[src/rtl/differentiator_core.sv]
// differentiator_core: recovers input samples from an accumulator stream by
// first differencing against a DELAY_M-deep history, optionally adding back
// the leak term so a matching leaky integrator is undone exactly. Samples are
// taken on strobe rising edges; the result is registered, saturated or
// wrapped to OUT_W, and announced with a one-cycle valid pulse.
module differentiator_core #(
  parameter int ACC_W   = 16,
  parameter int OUT_W   = 8,
  parameter int DELAY_M = 1
) (
  input  logic                    clk,
  input  logic                    rst,
  input  logic                    enable,
  input  logic                    sample_strobe,
  input  logic signed [ACC_W-1:0] acc_in,
  input  logic                    leaky_mode,
  input  logic [7:0]              decay_shift,
  input  logic                    sat_enable,
  input  logic signed [OUT_W-1:0] sat_pos,
  input  logic signed [OUT_W-1:0] sat_neg,
  input  logic                    resync,
  input  logic                    ovf_clear,
  output logic signed [OUT_W-1:0] sample_out,
  output logic                    out_valid,
  output logic                    overflow_flag,
  output logic                    primed
);

  localparam int DW   = ACC_W + 1;
  localparam int HI_I = (2 ** (OUT_W - 1)) - 1;
  localparam logic signed [DW-1:0] LIM_HI = DW'(HI_I);
  localparam logic signed [DW-1:0] LIM_LO = DW'(-HI_I - 1);

  typedef enum logic {
    ST_RUN,
    ST_PRIME
  } state_t;

  state_t                  state;
  state_t                  state_next;
  logic [2:0]              prime_cnt;
  logic [2:0]              prime_cnt_next;
  logic                    stage_valid;

  logic                    strobe_prev;
  logic                    rise;
  logic                    accept;

  logic signed [ACC_W-1:0] delay_line [DELAY_M];
  logic signed [ACC_W-1:0] oldest;
  logic signed [DW-1:0]    acc_ext;
  logic signed [DW-1:0]    old_ext;
  logic signed [DW-1:0]    corr;
  logic signed [DW-1:0]    diff_now;
  logic [31:0]             k_wide;

  logic signed [DW-1:0]    diff_r;
  logic                    v1;

  logic signed [DW-1:0]    pos_ext;
  logic signed [DW-1:0]    neg_ext;
  logic signed [OUT_W-1:0] out_next;
  logic                    ovf_next;

  assign rise    = sample_strobe & ~strobe_prev;
  assign accept  = enable & rise & ~resync;
  assign primed  = (state == ST_RUN);

  assign oldest  = delay_line[DELAY_M-1];
  assign acc_ext = {acc_in[ACC_W-1], acc_in};
  assign old_ext = {oldest[ACC_W-1], oldest};
  assign k_wide  = {24'd0, decay_shift};
  assign pos_ext = {{(DW-OUT_W){sat_pos[OUT_W-1]}}, sat_pos};
  assign neg_ext = {{(DW-OUT_W){sat_neg[OUT_W-1]}}, sat_neg};

  // Strobe history for rising-edge detection, tracked regardless of enable
  always_ff @(posedge clk) begin
    if (rst) begin
      strobe_prev <= 1'b0;
    end else begin
      strobe_prev <= sample_strobe;
    end
  end

  // Leak correction only exists for shifts smaller than the accumulator width
  always_comb begin
    corr = '0;
    if (leaky_mode && (k_wide < 32'(ACC_W))) begin
      corr = old_ext >>> decay_shift;
    end
    diff_now = acc_ext - old_ext + corr;
  end

  // FSM state register
  always_ff @(posedge clk) begin
    if (rst) begin
      state     <= ST_RUN;
      prime_cnt <= '0;
    end else begin
      state     <= state_next;
      prime_cnt <= prime_cnt_next;
    end
  end

  // FSM next state: resync re-primes, priming accepts fill history silently
  always_comb begin
    state_next     = state;
    prime_cnt_next = prime_cnt;
    stage_valid    = 1'b0;
    if (resync) begin
      state_next     = ST_PRIME;
      prime_cnt_next = '0;
    end else if (accept) begin
      if (state == ST_RUN) begin
        stage_valid = 1'b1;
      end else begin
        prime_cnt_next = prime_cnt + 3'd1;
        if (prime_cnt == 3'(DELAY_M - 1)) begin
          state_next = ST_RUN;
        end
      end
    end
  end

  // Delay line holding the last DELAY_M accepted accumulator values
  always_ff @(posedge clk) begin
    if (rst || resync) begin
      for (int i = 0; i < DELAY_M; i++) begin
        delay_line[i] <= '0;
      end
    end else if (accept) begin
      delay_line[0] <= acc_in;
      for (int i = 1; i < DELAY_M; i++) begin
        delay_line[i] <= delay_line[i-1];
      end
    end
  end

  // Stage 1: capture the full-width difference at the accepting edge
  always_ff @(posedge clk) begin
    if (rst) begin
      v1     <= 1'b0;
      diff_r <= '0;
    end else begin
      v1 <= stage_valid;
      if (accept) begin
        diff_r <= diff_now;
      end
    end
  end

  // Stage 2 combinational narrowing: clamp or wrap, flagging out-of-range
  always_comb begin
    out_next = diff_r[OUT_W-1:0];
    ovf_next = 1'b0;
    if (sat_enable) begin
      if (diff_r > pos_ext) begin
        out_next = sat_pos;
        ovf_next = 1'b1;
      end else if (diff_r < neg_ext) begin
        out_next = sat_neg;
        ovf_next = 1'b1;
      end
    end else if ((diff_r > LIM_HI) || (diff_r < LIM_LO)) begin
      ovf_next = 1'b1;
    end
  end

  // Stage 2 register: output sample, valid pulse and sticky overflow
  always_ff @(posedge clk) begin
    if (rst) begin
      sample_out    <= '0;
      out_valid     <= 1'b0;
      overflow_flag <= 1'b0;
    end else begin
      out_valid <= v1;
      if (v1) begin
        sample_out <= out_next;
      end
      if (v1 && ovf_next) begin
        overflow_flag <= 1'b1;
      end else if (ovf_clear) begin
        overflow_flag <= 1'b0;
      end
    end
  end

endmodule
[config.mk]
export PLATFORM = sky130hd
export DESIGN_NAME = differentiator_core
export DESIGN_NICKNAME = d
export VERILOG_FILES = /design/src/rtl/differentiator_core.sv
export SDC_FILE = /design/constraint.sdc
export NUM_CORES = 1
export LEC_CHECK = 0
export ABC_AREA = 1
export BUFFER_PORTS_ARGS = -buffer_cell sky130_fd_sc_hd__buf_4
export CAP_MARGIN = 20
export CORE_MARGIN = 1.5
export CORE_UTILIZATION = 40
export CTS_CLUSTER_SIZE = 30
export DETAILED_ROUTE_END_ITERATION = 8
export GPL_TIMING_DRIVEN = 0
export SLEW_MARGIN = 0
export SYNTH_ARGS = -nofsm -noshare
export SYNTH_HDL_FRONTEND = slang
export SYNTH_SLANG_ARGS = --single-unit
[constraint.sdc]
create_clock -name clk -period 6.8 [get_ports clk]
set_input_delay 0.34 -clock clk [delete_from_list [all_inputs] [get_ports clk]]
set_output_delay 0.34 -clock clk [all_outputs]
set_load 0.1 [all_outputs]
* After elaboration in Yosys (flattened, before gate mapping) *
Memories as Yosys holds them, arrays and structs flattened.
Index checks and enable logic that the tools add are counted.

word-level totals
  memory bits (writable) = 16
  memories kept = 1
  output and inout bits = 11
  flip-flop bits (word level) = 33

cells by class
  order comparisons = 5
  mux-type cells = 22
  add/subtract/negate cells = 3
  shift operators = 1
  reduce and logical (&&, ||, !) cells = 11
  bitwise gates (word level) = 7

memory list
  memory      words  bits a word  rd ports  clocked after Yosys merged registers in  write ports  line  text
  delay_line  1      16           1         0                                        1            49    logic signed [ACC_W-1:0] delay_line [DELAY_M];

operators by type and width
  cell                                                 count
  two-way mux 8 bit                                    3
  adder 17 bit                                         1
  > comparator 17 x 8 -> 1 bit                         1
  > comparator 17 x 8 -> 1 bit, second input constant  1
  < comparator 17 x 8 -> 1 bit                         1
  < comparator 17 x 8 -> 1 bit, second input constant  1
  two-way mux 1 bit                                    17
  two-way mux 17 bit                                   1
  >>> shifter 16 x 8 -> 17 bit                         1
  subtractor 16 x 16 -> 17 bit                         1
  two-way mux 16 bit                                   1
  OR reduction 16 bit                                  1
  < comparator 8 x 5 -> 1 bit, second input constant   1
  NOT 1 bit                                            4
  nonzero test 2 bit                                   2
  adder 3 x 1 -> 3 bit, second input constant          1
  AND 1 bit                                            3
  zero test 3 bit                                      1
  OR reduction 3 bit                                   1
  logical AND 1 bit                                    2
  logical OR 1 bit                                     2
  AND reduction 2 bit                                  1
  OR reduction 2 bit                                   1

* Depth between registers and ports, before layout *
  depth after elaboration = 9
  mapped depth = 25
  gate-level depth less buffers = 25

* Worst setup path before layout *
Ideal clock, no wire load.

  path type = input to register
  start = input decay_shift[6]
  end = register diff_r[14]
  setup time = 0.109 ns
  cell stages on the path = 20
  data arrival time = 3.115 ns
  buffers on the path = 0
  required time = 6.691 ns
  setup slack = 3.576 ns
  path through = nor2_4 inv_2 nand2_2 o21ai_0 o21ai_0 mux2i_1 o211ai_1 nand3_1 fa_1 inv_1 fa_1 nand3_1 nand2_1 nand3_1 nand3_1 a21o_1 a21oi_1 o21ai_0 nand2_1 inv_1

between the ends
  cells in the longest elaborated chain, start to end = 4
  elaborated cells on any way between the ends = 5
  those cells by class = add/sub: 1; order compare: 1; shift: 1; mux: 1; reduce/logical: 1

ends and longest elaborated chain
  item                         line  text
  start: declaration           17    input logic [7:0] decay_shift,
  < comparator 8 x 5 -> 1 bit  88    if (leaky_mode && (k_wide < 32'(ACC_W))) begin
  logical AND 1 bit            88
  two-way mux 17 bit (*)       88
  adder 17 bit (*)             91    diff_now = acc_ext - old_ext + corr;
  end signal: assignment       147   diff_r <= diff_now;
  end: declaration             57    logic signed [DW-1:0] diff_r;

Mark *: on every way between the ends. The rest lies on a longest branch, timed or not.
A chain may end at the register's enable or synchronous reset.

* Worst setup path in the final report *
  start = memory delay_line[0][15]
  end = register diff_r[16]

between the ends
  cells in the longest elaborated chain, start to end = 4
  elaborated cells on any way between the ends = 5
  those cells by class = add/sub: 2; shift: 1; mux: 1; memory: 1

ends and longest elaborated chain
  item                                                                  line
  start: declaration                                                    49
  memory read (1 x 16 bit) (*)                                          n/a
  branches (longest 2 deep; another with subtractor 16 x 16 -> 17 bit)  n/a
  adder 17 bit (*)                                                      91

Every way passes the cells marked *.

==> impl_metrics.py <==
metrics = {
    "drt": {
        "antenna_left": 0,
        "drc": 0,
        "wl_per_cell_um": 13.3,
        "totalWireLength_um": 13200,
        "via_per_inst": 5.01,
        "firstDrtPassIters": 6,
        "vias": 4993,
        "initialDrtViolationCount": 309,
    },
    "sta": {
        "rsz0062_at_grt": "false",
        "worst_slew_pin_slew_ns": 0.759,
        "fin_crit_ns": 4.08,
        "finClkSkew_ns": 0.00399,
        "maxSlewViolCount": 0,
        "hold_viol": 0,
        "finalSetupTns_ns": 0,
        "fin_ws_ns": 2.72,
        "setup_viol": 0,
        "timing.final.crit_share": 0.600,
        "clock.fmax_mhz": 245,
        "relSlewSlack": 0.493,
    },
    "finish": {
        "drive_above_1_share": 0.103,
        "layout_common_cells": "nand2_1, inv_1, nor2_1, o21ai_0, buf_4",
        "final_common_cell": "nand2_1",
        "diodes": 0,
        "utilization": 0.478,
        "fin_cells": 997,
        "nets": 944,
        "area_growth_pct": 15.4,
        "final.fill_count": 1327,
    },
    "clocking": {
        "tritoncts": "yes",
        "clock-sinks": 49,
        "cts_resized": 0,
        "clock_latency_ns": 0.30,
        "cts-buffers-inserted": 5,
        "ctsHoldBuffers": 0,
        "ctsRootBufferMaster": "clkbuf_16",
        "clk_path_buf_depth": 2,
        "postCtsSetupBuffers": 0,
        "htreeDepth": 2,
        "clkTransAtPathRegs_ns": 0.07,
    },
    "grt": {
        "grt_use_met2": 0.326,
        "grt_use_met3": 0.0285,
        "overflow": 0,
        "busiest_layer": "met2",
        "antenna_found_initial": 0,
        "grt_pass1_wl_um": 22100,
        "grt_pass1_vias": 4663,
        "use_met1": 0.307,
        "grt.total_usage": 0.208,
        "grt_max_degree": 17,
    },
    "synth": {
        "synth_flop_cell": "dfxtp_1",
        "syn_inst": 765,
        "syn_avg_cell_area_um2": 6.56,
        "synth-xor-area-share": 0.0140,
        "synth.distinct_cells": 37,
        "synth_edf_count": 16,
        "yosys_register_bits": 49,
        "synthAdderAreaFrac": 0.194,
        "synth_top_family_by_area": "simple AND/OR/NAND/NOR gates",
        "yosys_warnings": 0,
        "synth.yosys.seq_area_share": 0.228,
        "synth-simple-area-share": 0.267,
        "synth_area_um2": 5010,
        "synthArstFlopShare": 0,
        "synthMuxAreaShare": 0.00200,
        "synth_compound_area_frac": 0.171,
        "synth_nets": 881,
    },
    "job": {
        "drv_cap": 0,
    },
    "placement": {
        "dp_hpwl_um": 11200,
        "place_congestion": 0.899,
        "place.port_buffers": 56,
        "dpl.cell_count": 989,
        "dp_slack_ns": 2.74,
    },
    "setup_path": {
        "crit_arrival_ns": 4.32,
        "crit_fanout": 9,
        "crit_slowest_cell": "edfxtp_1",
        "crit_type": "flip-flop to flip-flop",
        "critPathMaxStageDelay_ns": 0.52,
        "rr_worst_depth": 20,
        "path_cells": "nor2_2 -> nor2_1 -> nand2_1 -> o21ai_1 -> o21ai_0 -> inv_1 -> o21ai_0 -> nand2_1 -> o211ai_1 -> fa_1 -> inv_1 -> ha_1 -> a21oi_1 -> o21ai_0 -> nand2_1 -> nand3_1 -> a21oi_1 -> xor2_1 -> o21ai_0 -> inv_1",
        "timing.critical_path.mode_cell": "o21ai_0",
        "cp-start-kind": "flip-flop",
        "endpoint_kind": "flip-flop",
        "cp.required_ns": 7.04,
    },
    "floorplanning": {
        "die_y_um": 115,
        "die_area_um2": 13200,
        "io_pins": 59,
        "dieWidth_um": 115,
        "start_util": 0.414,
        "rows": 40,
        "core-area_um2": 12100,
    },
    "power": {
        "max-vdd-ir-drop_uv": 81.2,
        "p_leak_nw": 3.10,
        "power_density_nw_per_um2": 158,
    },
    "outcome": {
        "status": "completed",
    },
    "min_path": {
        "hold_path.class": "primary input to flip-flop",
        "hold-path-cell-count": 3,
    },
}
-- Yosys cell counts (3+ instances only) --
library cell    n  area share
nand2_1       178        0.13
inv_1         143        0.11
nor2_1         75       0.056
o21ai_0        62       0.062
ha_1           52        0.13
nand3_1        52       0.052
a21oi_1        47       0.047
dfxtp_1        33        0.13
edfxtp_1       16       0.096
fa_1           16       0.064
clkbuf_1       13      0.0097
o21ai_1        13       0.013
o211ai_1       10       0.015
a21oi_2         8       0.014
xor2_1          5      0.0087
a21o_1          4      0.0060
nand2_2         3      0.0037
nand4_1         3      0.0037
nor3_1          3      0.0030
o21bai_1        3      0.0045
xnor2_1         3      0.0052
-- metrics by stage --
| stage | hold slack, ns | area [µm²] | total power (W) |
|---|---|---|---|
| 4_1_cts | 0.260 | 5790 | 0.000916 |
| 3_5_place_dp | 0.473 | 5650 | 0.000662 |
| 5_1_grt | 0.286 | 5790 | 0.000976 |
| 2_1_floorplan | 0.426 | 5010 | 0.000569 |
| 6_report | 0.261 | 5790 | 0.000912 |
| 3_3_place_gp | 0.456 | 5650 | 0.000656 |
-- routing by layer --
layer / share of wire / up-vias / routed length (µm)
met4: 0.0088 / 0 / 116
met3: 0.046 / 13 / 610
li1: - / 2578 / -
met5: 0 / - / 0
met1: 0.51 / 2278 / 6710
met2: 0.44 / 124 / 5770
-- critical path: cells and delay by family (launching register included) --
| family | cells | cell delay (ns) |
|---|---|---|
| AO/OA/AOI/OAI | 8 | 1.37 |
| XOR/XNOR | 1 | 0.21 |
| adder cells (fa/ha/maj) | 2 | 0.71 |
| buffers and inverters | 3 | 0.22 |
| flip-flops | 1 | 0.52 |
| AND/OR/NAND/NOR | 6 | 0.97 |
-- cell type report --
cell class	count	area [µm²]	area share
clock inverters	2	12.5	0.00216
well taps	168	210	0.0363
flip-flops and latches	49	1140	0.197
plain buffers	18	77.6	0.0134
clock buffers	6	129	0.0223
inverters	146	548	0.0947
repair buffers	56	420	0.0726
multi-input cells	552	3250	0.561
-- registers in the layout (all words and copies together) (netlist names) --
| register | flops |
|---|---|
| out_valid | 1 |
| overflow_flag | 1 |
| diff_r | 17 |
| delay_line | 16 |
| v1 | 1 |
| sample_out | 8 |
| prime_cnt | 3 |
| state | 1 |
| strobe_prev | 1 |
-- report_power, final --
part	leakage (nW)	internal, W	switching (W)
combinational	2.58	0.000120	0.000207
clock	0.0717	0.000137	0.000118
sequential	0.450	0.000315	0.0000144
total	3.10	0.000573	0.000340
-- cells by family (layout without fill, tap and decap cells) --
| kind of cell | after synthesis | in the layout |
|---|---|---|
| compound gates | 153 | 153 |
| xor+xnor | 8 | 8 |
| fa+ha+maj | 68 | 68 |
| buf+inv | 164 | 228 |
| flops | 49 | 49 |
| mux | 1 | 1 |
| simple gates | 322 | 322 |
-- final timing paths --
| check | start | to | slack [ns] |
|---|---|---|---|
| setup / recovery | delay_line[0][15] | diff_r[16] | 2.72 |
| hold / removal | sample_strobe | strobe_prev | 0.26 |
| setup reg to reg | delay_line[0][15] | diff_r[16] | 2.72 |
| hold reg to reg | overflow_flag | overflow_flag | 0.48 |
Note: power is estimated with default switching activity, not from simulation.
